## config.mk

```make
export PLATFORM = sky130hd
export DESIGN_NAME = inst_fetch_flat
export DESIGN_NICKNAME = d
export VERILOG_FILES = /design/src/rtl/fetch_pkg.sv /design/src/rtl/inst_fetch_if.sv /design/src/rtl/fetch_fifo.sv /design/src/rtl/inst_fetch.sv /design/src/flat_wrapper.sv
export SDC_FILE = /design/constraint.sdc
export NUM_CORES = 1
export LEC_CHECK = 0
export CORE_MARGIN = 1.5
export CORE_UTILIZATION = 55
export CTS_CLUSTER_DIAMETER = 80
export CTS_CLUSTER_SIZE = 30
export DETAILED_ROUTE_END_ITERATION = 16
export GPL_ROUTABILITY_DRIVEN = 0
export PLACE_DENSITY = 0.88
export SKIP_LAST_GASP = 1
export SLEW_MARGIN = 20
export SYNTH_ARGS = -nofsm -noshare
export SYNTH_HDL_FRONTEND = slang
export SYNTH_HIERARCHICAL = 1
export SYNTH_SLANG_ARGS = --single-unit
export TNS_END_PERCENT = 20
```

## constraint.sdc

```tcl
create_clock -name clk -period 5.8 [get_ports clk]
set_clock_uncertainty 0.2 [all_clocks]
set_input_delay 0.58 -clock clk [delete_from_list [all_inputs] [get_ports clk]]
set_output_delay 0.58 -clock clk [all_outputs]
set_load 0.01 [all_outputs]
```

## src/rtl/fetch_pkg.sv

```systemverilog
// Shared types and constants for the instruction fetch unit.
//   fetch_state_t : fetch FSM states
//   fetch_entry_t : buffered instruction word plus the address it came from
//   NOP_INST      : word presented to decode when nothing is buffered
//   word_align    : clears the byte-offset bits of an address
package fetch_pkg;

    localparam int unsigned DEFAULT_DEPTH    = 4;
    localparam logic [31:0] DEFAULT_RESET_PC = 32'h0000_0000;
    localparam logic [31:0] NOP_INST         = 32'h0000_0013;
    localparam logic [31:0] FETCH_STRIDE     = 32'd4;

    typedef enum logic [1:0] {
        IDLE = 2'd0,
        REQ  = 2'd1,
        WAIT = 2'd2,
        DROP = 2'd3
    } fetch_state_t;

    typedef struct packed {
        logic [31:0] inst;
        logic [31:0] pc;
    } fetch_entry_t;

    function automatic logic [31:0] word_align(input logic [31:0] addr);
        return addr & 32'hFFFF_FFFC;
    endfunction

endpackage

```

## src/rtl/inst_fetch_if.sv

```systemverilog
// Instruction memory request/response bus.
//   master : fetch unit side (drives mem_req/mem_addr)
//   slave  : memory side (drives mem_gnt/mem_rvalid/mem_rdata)
interface inst_fetch_if;

    logic        mem_req;
    logic [31:0] mem_addr;
    logic        mem_gnt;
    logic        mem_rvalid;
    logic [31:0] mem_rdata;

    modport master (
        output mem_req,
        output mem_addr,
        input  mem_gnt,
        input  mem_rvalid,
        input  mem_rdata
    );

    modport slave (
        input  mem_req,
        input  mem_addr,
        output mem_gnt,
        output mem_rvalid,
        output mem_rdata
    );

endinterface

```

## src/rtl/fetch_fifo.sv

```systemverilog
// DEPTH-entry instruction buffer holding {inst, pc} pairs.
//   clk, rst   : clock, synchronous active-high reset
//   flush      : empties the buffer; wins over push and pop
//   push/data  : write one entry (accepted when not full, or when popping)
//   pop        : drop the head entry (ignored when empty)
//   head       : current head entry (undefined when empty)
//   count      : number of stored entries
//   full/empty : occupancy flags
module fetch_fifo
    import fetch_pkg::*;
#(
    parameter int unsigned DEPTH = DEFAULT_DEPTH
) (
    input  logic                    clk,
    input  logic                    rst,
    input  logic                    flush,
    input  logic                    push,
    input  fetch_entry_t            push_data,
    input  logic                    pop,
    output fetch_entry_t            head,
    output logic [$clog2(DEPTH):0]  count,
    output logic                    full,
    output logic                    empty
);

    localparam int unsigned AW = $clog2(DEPTH);
    localparam int unsigned CW = AW + 1;

    fetch_entry_t   storage [DEPTH];
    logic [AW-1:0]  wr_ptr;
    logic [AW-1:0]  rd_ptr;
    logic           do_push;
    logic           do_pop;

    assign empty   = (count == CW'(0));
    assign full    = (count == CW'(DEPTH));
    assign do_pop  = pop && !empty;
    // A pop in the same cycle frees the slot the push needs.
    assign do_push = push && (!full || do_pop);
    assign head    = storage[rd_ptr];

    // Pointer and occupancy tracking.
    always_ff @(posedge clk) begin
        if (rst || flush) begin
            wr_ptr <= '0;
            rd_ptr <= '0;
            count  <= '0;
        end else begin
            if (do_push) begin
                wr_ptr <= wr_ptr + AW'(1);
            end
            if (do_pop) begin
                rd_ptr <= rd_ptr + AW'(1);
            end
            count <= count + CW'(do_push) - CW'(do_pop);
        end
    end

    // Entry storage; contents are only meaningful below count.
    always_ff @(posedge clk) begin
        if (!rst && !flush && do_push) begin
            storage[wr_ptr] <= push_data;
        end
    end

endmodule

```

## src/rtl/inst_fetch.sv

```systemverilog
// Instruction fetch unit: issues one word fetch at a time, buffers returned
// instructions and presents them in order to decode.
//   clk, rst     : clock, synchronous active-high reset
//   mem          : instruction memory bus (master side)
//   redirect     : flush buffer and restart fetch at redirect_pc
//   redirect_pc  : new fetch address (byte offset ignored)
//   inst_valid   : head of buffer holds an instruction
//   inst/inst_pc : head instruction and its address (NOP/0 when empty)
//   inst_ready   : decode consumes the head this cycle
module inst_fetch
    import fetch_pkg::*;
#(
    parameter logic [31:0] RESET_PC = DEFAULT_RESET_PC,
    parameter int unsigned DEPTH    = DEFAULT_DEPTH
) (
    input  logic               clk,
    input  logic               rst,
    inst_fetch_if.master       mem,
    input  logic               redirect,
    input  logic [31:0]        redirect_pc,
    output logic               inst_valid,
    output logic [31:0]        inst,
    output logic [31:0]        inst_pc,
    input  logic               inst_ready
);

    localparam int unsigned CW = $clog2(DEPTH) + 1;

    fetch_state_t   state;
    logic [31:0]    fetch_pc;
    logic [31:0]    req_pc;
    logic [31:0]    new_pc;

    fetch_entry_t   fifo_head;
    fetch_entry_t   fifo_in;
    logic [CW-1:0]  fifo_count;
    logic           fifo_full;
    logic           fifo_empty;
    logic           fifo_push;
    logic           fifo_pop;
    logic [CW-1:0]  count_after;

    assign new_pc      = word_align(redirect_pc);
    assign inst_valid  = !fifo_empty;
    assign inst        = inst_valid ? fifo_head.inst : NOP_INST;
    assign inst_pc     = inst_valid ? fifo_head.pc   : 32'h0000_0000;

    // Redirect beats both push and pop; the FIFO flush handles the rest.
    assign fifo_pop    = inst_valid && inst_ready && !redirect;
    assign fifo_push   = (state == WAIT) && mem.mem_rvalid && !redirect;
    assign fifo_in     = '{inst: mem.mem_rdata, pc: req_pc};
    // Occupancy once this cycle's response lands; decides whether to refetch.
    assign count_after = fifo_count + CW'(1) - CW'(fifo_pop);

    fetch_fifo #(
        .DEPTH (DEPTH)
    ) u_fifo (
        .clk       (clk),
        .rst       (rst),
        .flush     (redirect),
        .push      (fifo_push),
        .push_data (fifo_in),
        .pop       (fifo_pop),
        .head      (fifo_head),
        .count     (fifo_count),
        .full      (fifo_full),
        .empty     (fifo_empty)
    );

    // Fetch FSM with registered request outputs. A new request is only
    // issued when a buffer slot is free for its response, so the single
    // outstanding fetch always has somewhere to land.
    always_ff @(posedge clk) begin
        if (rst) begin
            state        <= IDLE;
            fetch_pc     <= RESET_PC;
            req_pc       <= RESET_PC;
            mem.mem_req  <= 1'b0;
            mem.mem_addr <= RESET_PC;
        end else if (redirect) begin
            fetch_pc <= new_pc;
            case (state)
                IDLE: begin
                    state        <= REQ;
                    mem.mem_req  <= 1'b1;
                    mem.mem_addr <= new_pc;
                end
                REQ: begin
                    if (mem.mem_gnt) begin
                        // Already accepted: its response must be swallowed.
                        state       <= DROP;
                        mem.mem_req <= 1'b0;
                    end else begin
                        state        <= REQ;
                        mem.mem_addr <= new_pc;
                    end
                end
                WAIT: begin
                    if (mem.mem_rvalid) begin
                        state        <= REQ;
                        mem.mem_req  <= 1'b1;
                        mem.mem_addr <= new_pc;
                    end else begin
                        state <= DROP;
                    end
                end
                DROP: begin
                    if (mem.mem_rvalid) begin
                        state        <= REQ;
                        mem.mem_req  <= 1'b1;
                        mem.mem_addr <= new_pc;
                    end
                end
            endcase
        end else begin
            case (state)
                IDLE: begin
                    if (!fifo_full) begin
                        state        <= REQ;
                        mem.mem_req  <= 1'b1;
                        mem.mem_addr <= fetch_pc;
                    end
                end
                REQ: begin
                    if (mem.mem_gnt) begin
                        state       <= WAIT;
                        mem.mem_req <= 1'b0;
                        req_pc      <= fetch_pc;
                        fetch_pc    <= fetch_pc + FETCH_STRIDE;
                    end
                end
                WAIT: begin
                    if (mem.mem_rvalid) begin
                        if (count_after < CW'(DEPTH)) begin
                            state        <= REQ;
                            mem.mem_req  <= 1'b1;
                            mem.mem_addr <= fetch_pc;
                        end else begin
                            state <= IDLE;
                        end
                    end
                end
                DROP: begin
                    if (mem.mem_rvalid) begin
                        state        <= REQ;
                        mem.mem_req  <= 1'b1;
                        mem.mem_addr <= fetch_pc;
                    end
                end
            endcase
        end
    end

endmodule

```

## src/flat_wrapper.sv

```systemverilog
// flat-port wrapper written by rule: the top's interface ports become plain ports
module inst_fetch_flat import fetch_pkg::*;
#(
    parameter logic [31:0] RESET_PC = DEFAULT_RESET_PC,
    parameter int unsigned DEPTH    = DEFAULT_DEPTH
)
  (clk, rst, redirect, redirect_pc, inst_valid, inst, inst_pc, inst_ready, mem_mem_req, mem_mem_addr, mem_mem_gnt, mem_mem_rvalid, mem_mem_rdata);
  inst_fetch_if mem_i ();
  input  logic clk;
  input  logic rst;
  input  logic redirect;
  input  logic [31:0] redirect_pc;
  output logic inst_valid;
  output logic [31:0] inst;
  output logic [31:0] inst_pc;
  input  logic inst_ready;
  output wire logic [$bits(mem_i.mem_req)-1:0] mem_mem_req;
  output wire logic [$bits(mem_i.mem_addr)-1:0] mem_mem_addr;
  input wire logic [$bits(mem_i.mem_gnt)-1:0] mem_mem_gnt;
  input wire logic [$bits(mem_i.mem_rvalid)-1:0] mem_mem_rvalid;
  input wire logic [$bits(mem_i.mem_rdata)-1:0] mem_mem_rdata;
  assign mem_mem_req = mem_i.mem_req;
  assign mem_mem_addr = mem_i.mem_addr;
  assign mem_i.mem_gnt = mem_mem_gnt;
  assign mem_i.mem_rvalid = mem_mem_rvalid;
  assign mem_i.mem_rdata = mem_mem_rdata;
  inst_fetch #(.RESET_PC(RESET_PC), .DEPTH(DEPTH)) u_core (.clk(clk), .rst(rst), .mem(mem_i), .redirect(redirect), .redirect_pc(redirect_pc), .inst_valid(inst_valid), .inst(inst), .inst_pc(inst_pc), .inst_ready(inst_ready));
endmodule
```

# Yosys cells after proc, flatten, opt, wreduce, memory -nomap -nowiden
# Memory sizes are Yosys's and may differ from the RTL's. A register that Yosys moved wholly into a read port is not among the register bits.
# Index checks and enable logic that the tools add are counted.
[op_classes] add_sub_neg=7 n_mul=0 n_div=0 n_lt_le_gt_ge=1 eq_ne=11 shift=0 mux=36 bitwise_logic=1 reduce_logical=27
[op_table] operator="2-to-1 mux 32 bit" count=12
[op_table] operator="case mux 32 bit (3 select lines)" count=2
[op_table] operator="adder 32 x 3 -> 32 bit (second input constant)" count=1
[op_table] operator="2-to-1 mux 2 bit" count=9
[op_table] operator="inequality test 3 bit (second input constant)" count=6
[op_table] operator="case mux 2 bit (4 select lines)" count=2
[op_table] operator="2-to-1 mux 1 bit" count=9
[op_table] operator="AND reduction 3 bit" count=3
[op_table] operator="logical AND 1 bit" count=8
[op_table] operator="AND reduction 7 bit" count=1
[op_table] operator="subtractor 3 x 1 -> 3 bit" count=2
[op_table] operator="adder 2 x 1 -> 2 bit (second input constant)" count=2
[op_table] operator="== test 2 bit (second input constant)" count=2
[op_table] operator="logical NOT 1 bit" count=4
[op_table] operator="case mux 1 bit (4 select lines)" count=1
[op_table] operator="AND reduction 2 bit" count=2
[op_table] operator="nonzero test 2 bit" count=2
[op_table] operator="nonzero test 4 bit" count=1
[op_table] operator="OR reduction 2 bit" count=2
[op_table] operator="adder 3 x 1 -> 3 bit" count=1
[op_table] operator="adder 3 x 1 -> 3 bit (second input constant)" count=1
[op_table] operator="== test 3 bit (second input constant)" count=1
[op_table] operator="logical NOT 3 bit" count=1
[op_table] operator="less-than comparator 3 bit (second input constant)" count=1
[op_table] operator="6 further kinds" count=7
[word_totals] reg_bits=106 latchBits=0 ramBits=256 mem_bits_ro=0 in_bits=70 wordCells=93 memories=1
[mem_list] memory="u_core.u_fifo.storage" words=4 word_bits=64 read_ports=1 rd_ports_with_merged_regs=1 wr=1 line_no="fetch_fifo.sv:29" source="fetch_entry_t storage [DEPTH];"

# Logic depth before layout (Yosys ltp)
# Gate-level depths: netlist of the first run.
[depth] word_depth=10 ltp_mapped=11

# Modules after synthesis
# The synthesis of the first run kept the hierarchy.
[by_module_without_submodules] module="fetch_fifo" n_inst=1 cells_per_inst=381 area_per_inst_um2=9785.6 seq_area_each_um2=7867.5
[by_module_without_submodules] module="inst_fetch" n_inst=1 cells_per_inst=597 area_per_inst_um2=4837.1 seq_area_each_um2=1861.8

# Least setup slack after synthesis of the first run
# OpenSTA, ideal clock, no wires.
[synth_path] path_kind="input port to flip-flop" from="input port redirect" to="memory u_core/u_fifo/storage[0][0] (netlist name), enable pin" setup_time_ns=0.429 arrival_ns=2.940 required_ns=5.171 slack_ns=2.231 cell_stages=4 path_buffers=0 cell_sequence="nor3b_1 > inv_1 > a21boi_2 > and3_1"
[synth_between] elab_chain_cells=8 elab_cells_between_ends=10 classes_between="mux (2); reduce/logical (8)"
[synth_lines] element="start: declaration" line_no="flat_wrapper.sv:11" source="input logic redirect;"
[synth_lines] element="logical NOT 1 bit *" line_no="fetch_fifo.sv:61, inst_fetch.sv:49, inst_fetch.sv:50"
[synth_lines] element="logical AND 1 bit" line_no="inst_fetch.sv:49" source="assign fifo_pop = inst_valid && inst_ready && !redirect;"
[synth_lines] element="logical AND 1 bit" line_no="fetch_fifo.sv:37" source="assign do_pop = pop && !empty;"
[synth_lines] element="logical OR 1 bit" line_no="fetch_fifo.sv:39" source="assign do_push = push && (!full || do_pop);"
[synth_lines] element="logical AND 1 bit" line_no="fetch_fifo.sv:39"
[synth_lines] element="logical AND 1 bit *" line_no="fetch_fifo.sv:61" source="if (!rst && !flush && do_push) begin"
[synth_lines] element="2-to-1 mux 1 bit *" line_no="fetch_fifo.sv:61"
[synth_lines] element="2-to-1 mux 1 bit (implied by the code) *" line_no="fetch_fifo.sv:62" source="storage[wr_ptr] <= push_data;"
[synth_lines] element="end: declaration" line_no="fetch_fifo.sv:29"
# Every way passes the cells marked *; elsewhere a longest branch is shown, timed or not.

==> results.cfg, run 1 <==
[cells_and_area]
stdcell_area_um2 = 17000
drive_above_1_share = 0.109
nNetsFinal = 1202
area_delta_synth_final_pct = 16.0
mostFrequentLayoutCell = edfxtp_1
num_antenna_cells = 0
final_cells = 1465
layout_common_cells = 256 x edfxtp_1, 161 x clkdlybuf4s50_1, 100 x dfxtp_1, 95 x nand2_1, 79 x a21oi_1

[logic_synthesis]
async_flop_share = 0
synth_flop_cell = edfxtp_1
syn_avg_cell_area_um2 = 15.0
synth_cell_types = 58
synth_edf_count = 256
synth.area.top_cells = edfxtp_1 53%, dfxtp_1 14%, mux4_2 9.2%
yosysTopAreaCellShare = 0.526
syn-cell-area_um2 = 14600
seq_area_frac_synth = 0.665
syn_inst = 978
yosysWarnings = 6
yosysTopAreaCell = edfxtp_1
yosys_register_bits = 358

[placed_design]
dp_hpwl_mm = 18.1
dpl_cell_area_um2 = 16400
port_buffers = 163
dp_cells = 1436

[sta]
rsz0062_at_grt = false
period_needed_ns = 3.91
fmax_mhz = 256
timing.final.crit_share = 0.674
worst_pin_slew_ns = 1.07
setup_viol = 0
slew_headroom = 0.289
hold_viol = 0
final_max_slew_viol_count = 0
setup_tns_ns = 0

[setup_path]
required_ns = 5.02
start_kind = flop
path_class = reg -> out
end_kind = primary output
ff2ff_path_depth = 6
r2r_start = u_core/u_fifo/count[2]
cp_max_fo = 41
r2r-end = u_core/u_fifo/storage[2][26]
regToRegSetupSlack_ns = 2.36
worstPathArrival_ns = 3.13

[power]
vdd_drop_max_mv = 0.208
clkPwrFrac = 0.294
p_per_area_nw_per_um2 = 264
p_leak_nw = 5.19
internal-power_mw = 3.50
power.net_switching_mw = 0.976
p_seq_frac = 0.631
p_comb_frac = 0.075
power.share.switching = 0.218

[floorplan]
dieArea_um2 = 27600
die_x_um = 166
start_util = 0.561
coreArea_um2 = 26100
dieHeight_um = 166
pin_count = 168
fp-row-count = 59

[cts]
insertion_delay_ns = 0.52
cts_num_sinks = 358
cts.clk_slew.worst_paths_ns = 0.12
htree_levels = 1
clockBufferDepth = 3
cts_buffers = 16
cts_tree = done
cts_setup_buffers = 0
cts_hold_buffers = 0
root_buffer = clkbuf_16
cts.repair.resized = 0

[route]
drc_errors = 0
drtPass1Iterations = 5
ant_nets = 0
vias = 8599
vias_per_cell = 5.87
wl_per_cell_um = 19.8
drt_iter0_markers = 760
routed_wl_mm = 29.0

[job]
maxCapViolations = 0

[worst_hold_path]
min_to = u_core/req_pc[25]
min_path_cells = 2
hold_class = reg -> reg
worstHoldStart = u_core/req_pc[25]

[global_route]
grt_pass1_vias = 8432
grt_pass1_wl_mm = 46.0
overflow = 0
track_usage = 0.209
antenna_found_initial = 0
grt_max_degree = 98

[status]
status = finished clean
==> layer usage <==
layer / GRT usage / share of wire
met1: 0.294 / 0.43
met2: 0.353 / 0.49
met3: 0.0262 / 0.065
met4: 0.0470 / 0.019
met5: 0 / 0
==> flip-flops by register name, summed over array words and instances (netlist names), named ones only <==
| signal | count |
|---|---|
| u_core/u_fifo/storage | 256 |
| u_core/fetch_pc | 30 |
| u_core/mem.mem_addr | 30 |
| u_core/req_pc | 30 |
| u_core/u_fifo/count | 3 |
| u_core/state | 2 |
| u_core/u_fifo/rd_ptr | 2 |
| u_core/u_fifo/wr_ptr | 2 |
| u_core/mem.mem_req | 1 |
==> kinds of logic after synthesis <==
logic type | Yosys count | share of synthesized area
flip-flops | 358 | 0.665
AND/OR/NAND/NOR | 262 | 0.0934
AO/OA/AOI/OAI | 148 | 0.0641
multiplexers | 93 | 0.119
buffers and inverters | 73 | 0.0281
XOR/XNOR | 31 | 0.0186
adder cells (fa/ha/maj) | 12 | 0.0108
other | 1 | 0.000256
==> power by group through the flow <==
stage	registers, mW	logic (mW)	clock network (mW)
6_report	2.83	0.337	1.32
3_5_place_dp	2.88	0.332	0
3_3_place_gp	2.88	0.323	0
5_1_grt	2.84	0.364	1.42
4_1_cts	2.83	0.336	1.35
2_1_floorplan	2.88	0.157	0
==> per-stage QoR <==
stage / util / total power, mW / setup WS (ns) / hold slack, ns
4_1_cts: 0.650 / 4.51 / 1.65 / 0.308
5_1_grt: 0.651 / 4.62 / 1.74 / 0.335
2_1_floorplan: - / 3.04 / 2.23 / 0.245
3_3_place_gp: 0.631 / 3.21 / 1.90 / 0.270
6_report: 0.651 / 4.48 / 1.89 / 0.308
3_5_place_dp: 0.631 / 3.21 / 1.86 / 0.274
==> area by class of cell <==
| class | instances | area (µm²) |
|---|---|---|
| sequential | 358 | 9730 |
| fill | 1829 | 9090 |
| multi-input combinational | 556 | 4540 |
| timing repair buffer | 177 | 1740 |
| clock buffer | 24 | 452 |
| tap | 335 | 419 |
| clock inverter | 4 | 46.3 |
| inverter | 11 | 41.3 |
==> cells in the mapped netlist, drive strengths merged, types with 9 or more instances <==
library cell    n
nor2           31
nor3           10
mux4           64
nor2b          64
nand2          95
a211oi         39
xor2           12
nand4          10
clkbuf         40
ha             11
buf            22
edfxtp        256
xnor2          19
and3            9
dfxtp         102
nand3          13
mux2i          29
a21oi          79
inv            10
==> worst max-delay path: stages, from the launching register on <==
cell	delay, ns
dfxtp_2	1.05
buf_4	0.48
mux4_2	0.38
nor2b_1	0.15
clkdlybuf4s50_1	0.51
==> how the worst max path moves through the flow <==
| stage | to | slack, ns | depth (start not counted) |
|---|---|---|---|
| after floorplan | u_core/u_fifo/storage[0][0] | 2.23 | 4 |
| after global placement | u_core/u_fifo/storage[2][7] | 1.90 | 6 |
| after detailed placement | u_core/u_fifo/storage[2][22] | 1.86 | 6 |
| after CTS | inst_pc[10] | 1.65 | 4 |
| after global routing | inst_pc[0] | 1.74 | 4 |
| final | inst_pc[18] | 1.89 | 4 |
Power figures use the tool's default switching activity.
==> run 2, diff against run 1 <==
==> constraint.sdc (replaced) <==
create_clock -name clk -period 3.7 [get_ports clk]
set_clock_uncertainty 0.2 [all_clocks]
set_input_delay 0.37 -clock clk [delete_from_list [all_inputs] [get_ports clk]]
set_output_delay 0.37 -clock clk [all_outputs]
set_load 0.01 [all_outputs]
==> run 2 against run 1 <==
Compared with the run above:
- sequential cell count did not move
- worst setup slack got worse by 1.5 ns
- power rose by 57%
- critical path type unchanged
- critical endpoint is now inst[27]
- largest cell class unchanged
- largest power group unchanged
==> results.cfg, run 2 (same netlist as run 1, synthesis figures left out) <==
[setup_path]
start_kind = flop
required_ns = 3.13
crit_family = buffers and inverters
cpMaxStageDelayCell = dfxtp_4
crit_chain = buf_12, mux4_2, nor2b_1, clkdlybuf4s50_1
cp_max_fo = 24
path_class = reg -> out
end_kind = primary output
critical_path.max_stage_delay_ns = 0.67
crit_buf_inv = 2
worstPathArrival_ns = 2.73

[floorplan]
coreArea_um2 = 26100
die_x_um = 166
dieHeight_um = 166
dieArea_um2 = 27600
start_util = 0.561
pin_count = 168
fp-row-count = 59

[cts]
cts_buffers = 16
cts_num_sinks = 358
cts_setup_buffers = 0
cts.clk_slew.worst_paths_ns = 0.11
cts.repair.resized = 0
root_buffer = clkbuf_16
htree_levels = 1
cts_tree = done
clockBufferDepth = 3
insertion_delay_ns = 0.52

[job]
maxCapViolations = 0

[worst_hold_path]
hold_class = in -> reg

[sta]
setup_viol = 0
worst_pin_slew_ns = 0.989
setup_tns_ns = 0
hold_viol = 0
period_needed_ns = 3.30
final_max_slew_viol_count = 0
slew_headroom = 0.340
fmax_mhz = 303
timing.hold.ws_ns = 0.0848
timing.final.crit_share = 0.892
rsz0062_at_grt = false

[cells_and_area]
nNetsFinal = 1208
largest_register_ffs = 256
largest-register = u_core/u_fifo/storage
num_antenna_cells = 0
drive_above_1_share = 0.112
area_delta_synth_final_pct = 17.0
mostFrequentLayoutCell = edfxtp_1
layout_common_cells = 256 x edfxtp_1, 161 x clkdlybuf4s50_1, 100 x dfxtp_1, 95 x nand2_1, 79 x a21oi_1
fillers = 1804

[global_route]
grt_pass1_wl_mm = 46.7
overflow = 0
antenna_found_initial = 0
grt_pass1_vias = 8467
track_usage = 0.213
grt_max_degree = 98

[route]
drtPass1Iterations = 7
vias = 8565
routed_wl_mm = 29.6
wl_per_cell_um = 20.1
vias_per_cell = 5.82
drc_errors = 0
drt_iter0_markers = 867
ant_nets = 0

[status]
status = finished clean

[placed_design]
port_buffers = 163
dp_hpwl_mm = 18.8

[power]
p_leak_nw = 5.24
vdd_drop_max_mv = 0.381
p_per_area_nw_per_um2 = 412
## run 2: stage by stage
stage	instances	setup WS (ns)	utilization	area, µm²	total power [mW]
4_1_cts	1471	0.333	0.657	17100	7.09
6_report	1471	0.401	0.657	17100	7.04
3_5_place_dp	1442	0.541	0.637	16600	5.04
5_1_grt	1471	0.244	0.657	17100	7.28
2_1_floorplan	987	0.175	-	14700	4.77
3_3_place_gp	1442	0.645	0.637	16600	5.03
## run 2: cell type report
type                            count  area [µm²]  area share
Clock buffer                       25         465      0.0272
Clock inverter                      3        33.8     0.00197
Inverter                           11        41.3     0.00241
Multi-Input combinational cell    556        4530       0.265
Sequential cell                   358        9730       0.569
Tap cell                          335         419      0.0245
Timing Repair Buffer              183        1890       0.110
## run 2: power breakdown
group          internal, mW  total [mW]  switching (mW)
logic                 0.264       0.533           0.269
clock network         0.903        2.08            1.18
registers              4.35        4.43          0.0826
## run 2: repair_timing
item | CTS | global route
endpoints found under the setup margin | 0 | 0
hold endpoints to repair | 5 | 0
hold buffers | 1 | 0
## run 2: path summary, 6_finish.rpt
check / slack [ns] / startpoint / cells after the start / end
hold / removal: 0.08 / rst / 4 / u_core/u_fifo/wr_ptr[0]
setup reg to reg: 0.79 / u_core/u_fifo/count[1] / 10 / u_core/u_fifo/count[2]
setup / recovery: 0.40 / flop / 4 / inst[27]
hold reg to reg: 0.30 / u_core/fetch_pc[14] / 2 / u_core/req_pc[14]
## run 2: metal layers
metal / vias up / global-route usage / share of wire
met3: 31 / 0.0324 / 0.063
met1: 4245 / 0.301 / 0.42
met5: - / 0 / 0
met2: 325 / 0.355 / 0.49
li1: 3964 / - / -
met4: 0 / 0.0466 / 0.018
## run 2: worst register-to-register path: cells and delay by family (launching register included)
| family | cells | cell delay [ns] |
|---|---|---|
| and+or+nand+nor | 4 | 1.02 |
| xor gates and xnor gates | 2 | 0.28 |
| adders and majority gates | 2 | 0.36 |
| AOI/OAI and AO/OA | 2 | 0.38 |
| DFF | 1 | 0.52 |
